**src/rtl/ps2_key_scheduler.sv**
```systemverilog
`default_nettype none
// ============================================================================
//  Module   : ps2_key_scheduler
//  Purpose  : Turns a PS/2 set-2 scan-code byte stream into Bomberman
//             per-player action events. Handles the break (F0) and
//             extended (E0) prefixes and tracks which mapped keys are held.
//             Each player has its own event FIFO. The two FIFOs are
//             arbitrated round-robin onto one valid/ready event port.
//  Ports    : clk, rst          - clock, synchronous active-high reset
//             code_byte[7:0]    - completed scan-code byte from the receiver
//             code_valid        - one-cycle strobe qualifying code_byte
//             evt_valid/ready   - event handshake (transfer on both high)
//             evt_player        - 0 = player 0, 1 = player 1
//             evt_action[2:0]   - 0 up, 1 down, 2 left, 3 right, 4 bomb
//             evt_press         - 1 = make, 0 = break
//             keys_held[9:0]    - P1 {bomb,right,left,down,up}, then P0
//             overflow[1:0]     - per-player pulse when an event is dropped
//  Options  : KEY_SCHED_TYPEMATIC_FILTER_EN - when defined, typematic
//             repeats and breaks of keys that are not held make no event.
//  Revision : 1.0 - initial release
// ============================================================================
module ps2_key_scheduler #(
    parameter int FIFO_DEPTH = 4
) (
    input  logic       clk,
    input  logic       rst,
    input  logic [7:0] code_byte,
    input  logic       code_valid,
    output logic       evt_valid,
    input  logic       evt_ready,
    output logic       evt_player,
    output logic [2:0] evt_action,
    output logic       evt_press,
    output logic [9:0] keys_held,
    output logic [1:0] overflow
);

    localparam int c_aw = $clog2(FIFO_DEPTH);
    localparam logic [c_aw:0] c_ptr_one = 1;

    // Parser states
    localparam logic [1:0] c_st_idle    = 2'd0;
    localparam logic [1:0] c_st_brk     = 2'd1;
    localparam logic [1:0] c_st_ext     = 2'd2;
    localparam logic [1:0] c_st_ext_brk = 2'd3;

    localparam logic [7:0] c_code_brk = 8'hF0;
    localparam logic [7:0] c_code_ext = 8'hE0;

    // ------------------------------------------------------------------
    // Prefix parser: state register / next-state / lookup outputs
    // ------------------------------------------------------------------
    logic [1:0] r_state;
    logic [1:0] w_state_next;
    logic       w_lookup_en;
    logic       w_lookup_brk;
    logic       w_lookup_ext;

    always_ff @(posedge clk) begin
        if (rst) begin
            r_state <= c_st_idle;
        end else begin
            r_state <= w_state_next;
        end
    end

    always_comb begin
        w_state_next = r_state;
        if (code_valid) begin
            case (r_state)
                c_st_idle: begin
                    if (code_byte == c_code_brk)      w_state_next = c_st_brk;
                    else if (code_byte == c_code_ext) w_state_next = c_st_ext;
                    else                              w_state_next = c_st_idle;
                end
                c_st_ext: begin
                    if (code_byte == c_code_brk)      w_state_next = c_st_ext_brk;
                    else if (code_byte == c_code_ext) w_state_next = c_st_ext;
                    else                              w_state_next = c_st_idle;
                end
                default: w_state_next = c_st_idle;
            endcase
        end
    end

    // Which byte is a key lookup, and with which prefix flags.
    always_comb begin
        w_lookup_en  = 1'b0;
        w_lookup_brk = 1'b0;
        w_lookup_ext = 1'b0;
        if (code_valid) begin
            case (r_state)
                c_st_idle: begin
                    w_lookup_en = (code_byte != c_code_brk) && (code_byte != c_code_ext);
                end
                c_st_ext: begin
                    w_lookup_en  = (code_byte != c_code_brk) && (code_byte != c_code_ext);
                    w_lookup_ext = 1'b1;
                end
                c_st_brk: begin
                    w_lookup_en  = 1'b1;
                    w_lookup_brk = 1'b1;
                end
                default: begin
                    w_lookup_en  = 1'b1;
                    w_lookup_brk = 1'b1;
                    w_lookup_ext = 1'b1;
                end
            endcase
        end
    end

    // ------------------------------------------------------------------
    // Key map
    // ------------------------------------------------------------------
    logic       w_map_hit;
    logic       w_map_player;
    logic [2:0] w_map_action;

    always_comb begin
        w_map_hit    = 1'b0;
        w_map_player = 1'b0;
        w_map_action = 3'd0;
        if (w_lookup_en) begin
            case ({w_lookup_ext, code_byte})
                9'h01D: begin w_map_hit = 1'b1; w_map_player = 1'b0; w_map_action = 3'd0; end
                9'h01B: begin w_map_hit = 1'b1; w_map_player = 1'b0; w_map_action = 3'd1; end
                9'h01C: begin w_map_hit = 1'b1; w_map_player = 1'b0; w_map_action = 3'd2; end
                9'h023: begin w_map_hit = 1'b1; w_map_player = 1'b0; w_map_action = 3'd3; end
                9'h029: begin w_map_hit = 1'b1; w_map_player = 1'b0; w_map_action = 3'd4; end
                9'h175: begin w_map_hit = 1'b1; w_map_player = 1'b1; w_map_action = 3'd0; end
                9'h172: begin w_map_hit = 1'b1; w_map_player = 1'b1; w_map_action = 3'd1; end
                9'h16B: begin w_map_hit = 1'b1; w_map_player = 1'b1; w_map_action = 3'd2; end
                9'h174: begin w_map_hit = 1'b1; w_map_player = 1'b1; w_map_action = 3'd3; end
                9'h05A: begin w_map_hit = 1'b1; w_map_player = 1'b1; w_map_action = 3'd4; end
                default: begin
                    w_map_hit    = 1'b0;
                    w_map_player = 1'b0;
                    w_map_action = 3'd0;
                end
            endcase
        end
    end

    // ------------------------------------------------------------------
    // Held-key bitmap and event generation
    // ------------------------------------------------------------------
    logic [9:0] r_keys_held;
    logic [3:0] w_key_idx;
    logic [9:0] w_key_mask;
    logic       w_key_was_held;
    logic       w_evt_gen;
    logic [1:0] w_push_req;

    assign w_key_idx      = w_map_player ? (4'd5 + {1'b0, w_map_action}) : {1'b0, w_map_action};
    assign w_key_mask     = 10'b1 << w_key_idx;
    assign w_key_was_held = |(r_keys_held & w_key_mask);

`ifdef KEY_SCHED_TYPEMATIC_FILTER_EN
    // Only edges of the held state become events.
    assign w_evt_gen = w_map_hit && (w_lookup_brk ? w_key_was_held : !w_key_was_held);
`else
    assign w_evt_gen = w_map_hit;
`endif

    assign w_push_req[0] = w_evt_gen && !w_map_player;
    assign w_push_req[1] = w_evt_gen &&  w_map_player;

    // The bitmap follows the key regardless of FIFO space.
    always_ff @(posedge clk) begin
        if (rst) begin
            r_keys_held <= 10'd0;
        end else if (w_map_hit) begin
            if (w_lookup_brk) r_keys_held <= r_keys_held & ~w_key_mask;
            else              r_keys_held <= r_keys_held |  w_key_mask;
        end
    end

    // ------------------------------------------------------------------
    // Per-player event FIFOs; entry = {action, press}
    // ------------------------------------------------------------------
    logic [1:0] w_empty;
    logic [1:0] w_full;
    logic [1:0] w_pop;
    logic [1:0] w_push_ok;
    logic [1:0] w_drop;
    logic [3:0] w_head [2];
    logic [3:0] w_entry;

    assign w_entry = {w_map_action, !w_lookup_brk};

    for (genvar p = 0; p < 2; p++) begin : g_fifo
        logic [3:0]    r_mem [FIFO_DEPTH];
        logic [c_aw:0] r_wr_ptr;
        logic [c_aw:0] r_rd_ptr;

        assign w_empty[p] = (r_wr_ptr == r_rd_ptr);
        // Extra pointer MSB distinguishes full from empty.
        assign w_full[p]  = (r_wr_ptr[c_aw] != r_rd_ptr[c_aw]) &&
                            (r_wr_ptr[c_aw-1:0] == r_rd_ptr[c_aw-1:0]);
        // A full FIFO being popped this cycle still has room for the push.
        assign w_push_ok[p] = w_push_req[p] && (!w_full[p] || w_pop[p]);
        assign w_drop[p]    = w_push_req[p] && w_full[p] && !w_pop[p];
        assign w_head[p]    = r_mem[r_rd_ptr[c_aw-1:0]];

        always_ff @(posedge clk) begin
            if (w_push_ok[p]) begin
                r_mem[r_wr_ptr[c_aw-1:0]] <= w_entry;
            end
        end

        always_ff @(posedge clk) begin
            if (rst) begin
                r_wr_ptr <= '0;
                r_rd_ptr <= '0;
            end else begin
                if (w_push_ok[p]) r_wr_ptr <= r_wr_ptr + c_ptr_one;
                if (w_pop[p])     r_rd_ptr <= r_rd_ptr + c_ptr_one;
            end
        end
    end

    // ------------------------------------------------------------------
    // Round-robin arbiter
    // ------------------------------------------------------------------
    logic r_hold;        // an event was presented and not yet taken
    logic r_hold_grant;  // player that event belongs to
    logic r_last;        // player served by the most recent transfer
    logic w_grant;
    logic w_valid;
    logic w_xfer;
    logic [1:0] r_overflow;

    // While an event is stalled the grant is frozen so a push into the
    // other FIFO cannot swap the presented event.
    always_comb begin
        w_grant = 1'b0;
        if (r_hold)                    w_grant = r_hold_grant;
        else if (w_empty == 2'b00)     w_grant = ~r_last;
        else if (!w_empty[1])          w_grant = 1'b1;
        else                           w_grant = 1'b0;
    end

    assign w_valid  = r_hold || (w_empty != 2'b11);
    assign w_xfer   = w_valid && evt_ready;
    assign w_pop[0] = w_xfer && !w_grant;
    assign w_pop[1] = w_xfer &&  w_grant;

    always_ff @(posedge clk) begin
        if (rst) begin
            r_hold       <= 1'b0;
            r_hold_grant <= 1'b0;
            r_last       <= 1'b1;   // player 0 wins the first tie
            r_overflow   <= 2'b00;
        end else begin
            r_hold       <= w_valid && !evt_ready;
            r_hold_grant <= w_grant;
            if (w_xfer) r_last <= w_grant;
            r_overflow   <= w_drop;
        end
    end

    assign evt_valid  = w_valid;
    assign evt_player = w_valid && w_grant;
    assign evt_action = w_valid ? w_head[w_grant][3:1] : 3'd0;
    assign evt_press  = w_valid && w_head[w_grant][0];
    assign keys_held  = r_keys_held;
    assign overflow   = r_overflow;

endmodule
`default_nettype wire

```
**config.mk**
```make
export PLATFORM = sky130hd
export DESIGN_NAME = ps2_key_scheduler
export DESIGN_NICKNAME = d
export VERILOG_FILES = /design/src/rtl/ps2_key_scheduler.sv
export SDC_FILE = /design/constraint.sdc
export NUM_CORES = 1
export LEC_CHECK = 0
export BUFFER_PORTS_ARGS = -buffer_cell sky130_fd_sc_hd__buf_2
export CAP_MARGIN = 25
export CORE_ASPECT_RATIO = 0.9
export CORE_MARGIN = 2
export CORE_UTILIZATION = 60
export CTS_CLUSTER_DIAMETER = 150
export DETAILED_ROUTE_END_ITERATION = 8
export GPL_ROUTABILITY_DRIVEN = 0
export PLACE_DENSITY = 0.8
export SLEW_MARGIN = 20
export SYNTH_ARGS = -nofsm -noshare
export SYNTH_HDL_FRONTEND = slang
export SYNTH_SLANG_ARGS = --single-unit
```
**constraint.sdc**
```tcl
create_clock -name clk -period 6.7 [get_ports clk]
set_input_delay 1.34 -clock clk [delete_from_list [all_inputs] [get_ports clk]]
set_output_delay 1.34 -clock clk [all_outputs]
set_load 0.01 [all_outputs]
```
==> results.sh <==
export IMPL_synth_async_sr_flop_share_pct=0
export IMPL_ys_flop_type="dfxtp_1"
export IMPL_syn_area_per_cell_um2=11.4
export IMPL_wl_um=7050
export IMPL_std_cell_rows=25
export IMPL_worst_slack_ns=2.01
export IMPL_cp_required_ns=6.95
export IMPL_vdd_drop_max_v=0.000173
export IMPL_first_iter_violations=219
export IMPL_synthTopCellsByCount="dfxtp_1, edfxtp_1, nor2_1"
export IMPL_port_buffers=29
export IMPL_p_leak_uw=0.00149
export IMPL_post_cts_buffers=0
export IMPL_p_int_uw=639
export IMPL_startpoint="code_byte[3]"
export IMPL_slew_headroom_pct=33.8
export IMPL_fin_crit_ns=4.69
export IMPL_syn_inst=290
export IMPL_cp_end_kind="register"
export IMPL_power_density_nw_per_um2=221
export IMPL_synth_seq_cells=65
export IMPL_hold_viol=0
export IMPL_yosysMostFrequentCell="dfxtp_1"
export IMPL_track_usage_pct=25.3
export IMPL_drive_above_1_share_pct=19.0
export IMPL_multiInputGateArea_um2=1600
export IMPL_post_dp_hpwl_um=5070
export IMPL_die_y_um=74.5
export IMPL_hold_class="register to register"
export IMPL_die_width_um=82.4
export IMPL_yosysTopAreaCellShare_pct=29.0
export IMPL_dieArea_um2=6140
export IMPL_synth_top_area_cell="edfxtp_1"
export IMPL_clk_path_buf_depth=2
export IMPL_grt_pass1_wl_um=11100
export IMPL_dr_total_vias=2447
export IMPL_synth_net_count=313
export IMPL_final_setup_skew_ns=0.00884
export IMPL_nFillCells=378
export IMPL_clock_sinks=65
export IMPL_initial_utilization_pct=62.7
export IMPL_worstMarginPinSlew_ns=0.994
export IMPL_area_growth_pct=12.4
export IMPL_switchingPower_uw=184
export IMPL_status="finished clean"
export IMPL_combPwrFrac_pct=5.0
export IMPL_place_ws_ns=1.93
export IMPL_vias_per_cell=6.23
export IMPL_seq_power_share_pct=50.7
export IMPL_cts_made_buffers=9
export IMPL_clkTransAtPathRegs_ns=0.07
export IMPL_antenna_found_initial=0
export IMPL_pwr_share_clk_pct=44.2
export IMPL_overflow=0
export IMPL_finalSetupViolations=0
export IMPL_cts_tree="done"
export IMPL_grt_max_degree=23
export IMPL_cts_root_buf="clkbuf_8"
export IMPL_ys_warn_count=0
export IMPL_rsz0062_at_grt="false"
export IMPL_clkLatencyLatePin_ns=0.35
export IMPL_wire_per_inst_um=17.9
export IMPL_final_max_slew_viol_count=0
export IMPL_seq_area_frac_synth_pct=48.9
export IMPL_dr_pass1_iters=5
export IMPL_hold_buffers=0
export IMPL_synth_area_leaders="edfxtp_1, dfxtp_1, mux4_2"
export IMPL_reg2reg_from="r_state[1]"
export IMPL_drc_errors=0
export IMPL_power_share_switching_pct=22.3
export IMPL_crit_fanout=9
export IMPL_antenna_cells=0
export IMPL_nets=344
export IMPL_start_kind="primary input"
export IMPL_drv_cap=0
export IMPL_cts_resized=0
export IMPL_synth_edf_count=32
export IMPL_critPathKind="primary input to register"
export IMPL_synth_area_um2=3320
export IMPL_ioPinCount=30
export IMPL_ant_nets=0
export IMPL_power_uw=823
export IMPL_cp_arrival_ns=4.94
export IMPL_core_um2=5290
export IMPL_finalSetupTns_ns=0
export IMPL_synthDistinctLibCells=59
export IMPL_fmax_mhz=213
export IMPL_cts_max_level=3
export IMPL_regArea_um2=1620
export IMPL_min_period_over_period_pct=70.0
export IMPL_grt_pass1_vias=2217
export IMPL_holdWs_ns=0.459
-- area by class of cell --
cell class              count  share of cell area (%)
clock buffers               9                    3.32
clock inverters             7                    2.55
well taps                  67                    2.25
inverters                  14                    1.41
flip-flops and latches     65                    43.5
repair buffers             29                    3.90
multi-input cells         202                    43.0
-- worst max-delay path: stages --
cell	delay [ns]
buf_2	0.16
nand4b_1	0.35
or4_1	0.65
and4_1	0.25
nor2_1	0.39
ha_1	0.23
inv_1	0.05
a2111o_1	0.41
and3_1	0.23
nor3_1	0.36
o211ai_1	0.20
a221oi_1	0.32
-- layout by cell type (no fill, tap or decap), types with 3 or more instances in the layout --
cell	synthesis	final
a211oi_1	4	4
a21oi_1	6	6
and2_1	11	11
and3_1	5	5
and3b_1	3	3
and4_1	3	3
buf_2	3	29
clkbuf_8	0	9
clkinv_4	0	3
dfxtp_1	33	33
edfxtp_1	32	32
ha_1	11	11
inv_1	14	14
mux2i_1	16	16
mux4_2	8	8
nand2_1	15	15
nand3_1	9	9
nand4_1	4	4
nor2_1	25	25
nor3_1	7	7
o211ai_1	3	3
o21ai_0	9	9
or4_1	5	5
xnor2_1	7	7
xor2_1	6	6
-- per-stage QoR --
stage               utilization, %  area [µm²]  instances
floorplan                        -        3320        290
detailed placement            66.3        3510        377
CTS                           70.5        3730        393
global route                  70.5        3730        393
finish                        70.5        3730        393
global placement              66.3        3510        377
-- metal layers --
layer	track usage (%)	up-vias	routed length, µm
met5	0	-	0
met4	8.52	0	114
met3	9.10	19	521
met2	35.7	108	3110
met1	36.2	1154	3300
li1	-	1166	-
-- logic make-up after synthesis --
| kind of cell | share of synthesized area (%) |
|---|---|
| and+or+nand+nor | 17.5 |
| DFF | 48.9 |
| AOI/OAI and AO/OA | 13.0 |
| muxes | 10.3 |
| buffers and inverters | 2.72 |
| xor gates and xnor gates | 3.43 |
| adders and majority gates | 4.15 |
-- final timing paths --
kind	to	slack (ns)	cells past startpoint
setup reg to reg	register	2.95	11
setup / recovery	register	2.01	12
hold / removal	register	0.46	2
hold reg to reg	register	0.46	2
-- power by group through the flow --
stage | logic, µW | clock network (µW) | registers [µW]
6_report | 41.3 | 364 | 418
5_1_grt | 44.7 | 387 | 418
4_1_cts | 40.5 | 368 | 418
3_5_place_dp | 40.3 | 0 | 426
3_3_place_gp | 39.8 | 0 | 426
2_1_floorplan | 27.2 | 0 | 426
Note: power is estimated with default switching activity, not from simulation.
